===== src/rtl/life_step_controller.sv =====
// Run/pause/step/load sequencer for the game-of-life cell register.
// Issues one-cycle step_game/load_cells enables and tracks generations since the last load.
module life_step_controller #(
    parameter int N            = 8,
    parameter int GAME_DIVIDER = 1000000,
    parameter int GEN_W        = 16
) (
    input  logic               clk,
    input  logic               rst_n,
    input  logic               run_toggle,
    input  logic               step_req,
    input  logic               load_req,
    input  logic [N*N-1:0]     cells_q,
    input  logic [N*N-1:0]     cells_d,
    output logic               step_game,
    output logic               load_cells,
    output logic               halted,
    output logic [2:0]         state_o,
    output logic [GEN_W-1:0]   generation
);

    localparam int                CNT_W    = $clog2(GAME_DIVIDER + 1);
    localparam logic [CNT_W-1:0]  TICK_VAL = CNT_W'(GAME_DIVIDER - 1);
    localparam logic [GEN_W-1:0]  GEN_MAX  = '1;

    if (GAME_DIVIDER < 1) begin : g_bad_divider
        $error("life_step_controller: GAME_DIVIDER must be at least 1");
    end

    typedef enum logic [2:0] {
        S_PAUSED   = 3'd0,
        S_RUNNING  = 3'd1,
        S_STEPPING = 3'd2,
        S_LOADING  = 3'd3,
        S_HALTED   = 3'd4
    } state_t;

    state_t           r_state;
    state_t           w_state_nxt;
    logic [CNT_W-1:0] r_div_cnt;
    logic [CNT_W-1:0] w_div_cnt_nxt;
    logic             w_stag;
    logic             w_tick;

    assign w_stag  = (cells_d == cells_q);
    assign w_tick  = (r_div_cnt == TICK_VAL);
    assign state_o = r_state;

    always_ff @(posedge clk or negedge rst_n) begin
        if (!rst_n) begin
            r_state   <= S_PAUSED;
            r_div_cnt <= '0;
        end else begin
            r_state   <= w_state_nxt;
            r_div_cnt <= w_div_cnt_nxt;
        end
    end

    always_comb begin
        w_state_nxt   = r_state;
        w_div_cnt_nxt = r_div_cnt;
        step_game     = 1'b0;
        load_cells    = 1'b0;
        halted        = 1'b0;
        case (r_state)
            S_PAUSED: begin
                if (load_req) begin
                    w_state_nxt = S_LOADING;
                end else if (run_toggle) begin
                    w_state_nxt   = S_RUNNING;
                    w_div_cnt_nxt = '0;
                end else if (step_req) begin
                    w_state_nxt = S_STEPPING;
                end
            end
            S_LOADING: begin
                load_cells  = 1'b1;
                w_state_nxt = S_PAUSED;
            end
            S_RUNNING: begin
                // A load or pause request in the tick cycle suppresses that cycle's step.
                if (load_req) begin
                    w_state_nxt = S_LOADING;
                end else if (run_toggle) begin
                    w_state_nxt   = S_PAUSED;
                    w_div_cnt_nxt = '0;
                end else begin
                    w_div_cnt_nxt = w_tick ? '0 : r_div_cnt + CNT_W'(1);
                    if (w_tick) begin
                        if (w_stag) begin
                            w_state_nxt = S_HALTED;
                        end else begin
                            step_game = 1'b1;
                        end
                    end
                end
            end
            S_STEPPING: begin
                if (w_stag) begin
                    w_state_nxt = S_HALTED;
                end else begin
                    step_game   = 1'b1;
                    w_state_nxt = S_PAUSED;
                end
            end
            S_HALTED: begin
                halted = 1'b1;
                if (load_req) begin
                    w_state_nxt = S_LOADING;
                end
            end
            default: begin
                w_state_nxt = S_PAUSED;
            end
        endcase
    end

    always_ff @(posedge clk or negedge rst_n) begin
        if (!rst_n) begin
            generation <= '0;
        end else if (r_state == S_LOADING) begin
            generation <= '0;
        end else if (step_game && (generation != GEN_MAX)) begin
            generation <= generation + GEN_W'(1);
        end
    end

endmodule


===== config.mk =====
export PLATFORM = sky130hd
export DESIGN_NAME = life_step_controller
export DESIGN_NICKNAME = d
export VERILOG_FILES = /design/src/rtl/life_step_controller.sv
export SDC_FILE = /design/constraint.sdc
export NUM_CORES = 1
export LEC_CHECK = 0
export ABC_CLOCK_PERIOD_IN_PS = 4930
export CORE_MARGIN = 3
export CORE_UTILIZATION = 40
export CTS_CLUSTER_SIZE = 40
export DETAILED_ROUTE_END_ITERATION = 16
export PLACE_DENSITY = 0.81
export SETUP_SLACK_MARGIN = 0.4
export SLEW_MARGIN = 30
export SYNTH_ARGS = -nofsm -noshare
export SYNTH_HDL_FRONTEND = slang
export SYNTH_SLANG_ARGS = --single-unit

===== constraint.sdc =====
create_clock -name clk -period 4.93 [get_ports clk]
set_input_delay 1.479 -clock clk [delete_from_list [all_inputs] [get_ports clk]]
set_output_delay 1.479 -clock clk [all_outputs]
set_load 0.02 [all_outputs]

==> flow_summary.yaml <==
logic_synthesis:
  synth-edff-count: 0
  seq_area_frac_synth: 0.328
  netlist_instances: 337
  yosysWarnings: 0
  synth_cell_types: 47
  syn_area_um2: 2970
  ys_ff_latch: 39
  async_flop_share: 1.00
  avgSynthCellArea_um2: 8.82
  synth_ff_type: "dfrtp_1"
  syn_nets: 472
clock_tree:
  cts_sinks: 39
  clk_path_buf_depth: 2
  cts-buffers-inserted: 5
  clkSlewWorstSetupHoldPaths_ps: 80
  clock_latency_ps: 290
  cts-root-buf: "clkbuf_8"
  hold_buffers: 0
  cts_tree: "yes"
  htreeDepth: 2
critical_path:
  max_stage_delay_ps: 330
  end_kind: "output port"
  cp.arrival_ps: 2990
  critPathBufInv: 2
  cp.required_ps: 3450
  start_kind: "input pin"
  cp_top_family: "simple AND/OR/NAND/NOR gates"
  critical_path_peak_fanout: 2
  critPathSlowestCell: "nor4_1"
  crit_chain: "dlygate4sd2_1, xor2_1, nor4_1, nand4_1, nor4_4, nor2_2, buf_6"
  crit_type: "in -> out"
floorplanning:
  die_area_um2: 8500
  die_w_um: 92.2
  num_rows: 30
  core_area_um2: 6980
  io_pins: 155
  die_y_um: 92.2
  initial_utilization: 0.426
run_status:
  status: "complete, no violations"
final_layout:
  final_common_cell: "xor2_1"
  layout_common_cells: "xor2_1 (69), dlygate4sd2_1 (67), dfrtp_1 (39), nor2_1 (35), clkdlybuf4s50_1 (31)"
  drive_above_1_share: 0.115
  final_nets: 631
  syn_to_final_growth_pct: 57.3
  final_cell_count_no_fill: 596
drt:
  ant_nets: 0
  routed_wl_um: 10400
  wl_per_cell_um: 17.4
  drcViolationCount: 0
  vias: 3126
  vias_per_cell: 5.24
  drt_pass1_iterations: 4
  drt_iter0_drc: 161
timing:
  post-route-min-period_ps: 4470
  hold_violations: 0
  worstMarginPinSlew_ps: 739
  drv_slew: 0
  finalSetupViolations: 0
  skew_ps: 8.52
  rsz0062_at_grt: "true"
  hold_ws_ps: 528
  slew_headroom: 0.507
  max_freq_mhz: 224
  timing.final.ws_setup_ps: 459
  post-route-period-util: 0.907
power_and_ir_drop:
  peakVddDrop_uv: 218
  cellLeakagePower_nw: 2.18
  power_density_nw_per_um2: 217
  p_total_mw: 1.02
place:
  dp_cells: 584
  gp_congestion: 0.847
  dp_slack_ps: -200
  hpwl_um: 8360
  place.port_buffers: 154
global_route:
  busiest_layer: "met2"
  grt_util_met3: 0.0689
  grt_pass1_wl_um: 16000
  first_global_vias: 3061
  grt_util_met1: 0.273
  overflow: 0
  grt_use_total: 0.237
  antenna_found_initial: 3
  grtUsageMet2: 0.420
  grt_max_degree: 40
worst_hold_path:
  hold_class: "reg -> reg"
run:
  maxCapViolCount: 0
-- synthesized netlist by cell type, types with 3 or more instances --
| cell | n | area (um2) |
|---|---|---|
| nor2_1 | 37 | 139 |
| a21oi_1 | 9 | 45.0 |
| o31ai_1 | 7 | 52.6 |
| inv_1 | 4 | 15.0 |
| nor2b_1 | 3 | 18.8 |
| buf_2 | 4 | 20.0 |
| or4b_1 | 4 | 40.0 |
| o21ai_0 | 5 | 25.0 |
| nor4_1 | 20 | 125 |
| nand2_1 | 22 | 82.6 |
| or4_1 | 7 | 52.6 |
| xnor2_1 | 11 | 96.3 |
| and2_1 | 3 | 18.8 |
| dfrtp_1 | 39 | 976 |
| and4_1 | 5 | 43.8 |
| nand4_1 | 10 | 62.6 |
| clkbuf_1 | 6 | 22.5 |
| nand2b_1 | 4 | 25.0 |
| mux2i_1 | 8 | 80.1 |
| and3_1 | 8 | 50.1 |
| nand3_1 | 14 | 70.1 |
| xor2_1 | 70 | 613 |
| nor3_1 | 8 | 40.0 |
-- repair_timing --
action | CTS | global route
endpoints found under the hold margin | 0 | 0
buffers inserted | 0 | 0
endpoints found under the setup margin | 1 | 1
pin swaps | 54 | 35
gates resized for setup | 151 | 50
-- logic make-up after synthesis --
family	count (synthesis)	share of synthesized area
buffers and inverters	16	0.0257
AO/OA/AOI/OAI	28	0.0611
adder cells (fa/ha/maj)	2	0.00842
flip-flops	39	0.328
multiplexers	9	0.0307
XOR/XNOR	81	0.239
AND/OR/NAND/NOR	162	0.307
-- per-stage QoR --
stage                      util  cell area [um2]  TNS [ps]
after floorplan               -             2970         0
after global placement    0.665             4640      -242
after detailed placement  0.665             4640      -200
after CTS                 0.660             4610         0
after global routing      0.670             4680         0
final                     0.670             4680         0
-- per-layer routing --
| metal | wire length [um] | up-vias |
|---|---|---|
| met2 | 5440 | 128 |
| li1 | - | 1513 |
| met3 | 779 | 12 |
| met4 | 174 | 0 |
| met5 | 0 | - |
| met1 | 3960 | 1473 |
-- final timing paths --
kind                       slack [ps]                        end                      start  cells after the start
hold / removal                    530  generation[5]$_DFFE_PN0P_  generation[5]$_DFFE_PN0P_                      1
setup reg to reg                 2300  generation[8]$_DFFE_PN0P_   r_div_cnt[1]$_DFFE_PN0P_                      8
min in group asynchronous        1110   r_div_cnt[0]$_DFFE_PN0P_                      rst_n                      1
setup / recovery                  460                  step_game                cells_q[45]                      7
max in group asynchronous        3350  generation[8]$_DFFE_PN0P_                      rst_n                      2
hold reg to reg                   530  generation[5]$_DFFE_PN0P_  generation[5]$_DFFE_PN0P_                      1
-- layout make-up --
cell class | instances | area [um2]
well taps | 96 | 120
diodes | 3 | 7.51
inverters | 4 | 15.0
flip-flops and latches | 39 | 976
fillers | 613 | 2310
clock buffers | 6 | 72.6
clock inverters | 2 | 12.5
repair buffers | 164 | 1490
multi-input cells | 282 | 1980
-- where the power goes --
part	internal, mW	leakage (nW)	switching [mW]
Combinational	0.199	1.61	0.218
Clock	0.0989	0.0412	0.113
Sequential	0.345	0.537	0.0428
Total	0.643	2.18	0.374
-- registers in the layout, summed over array words and instances (netlist names) --
signal      cells
state_o         3
r_div_cnt      20
generation     16
Power figures use the tool's default switching activity.
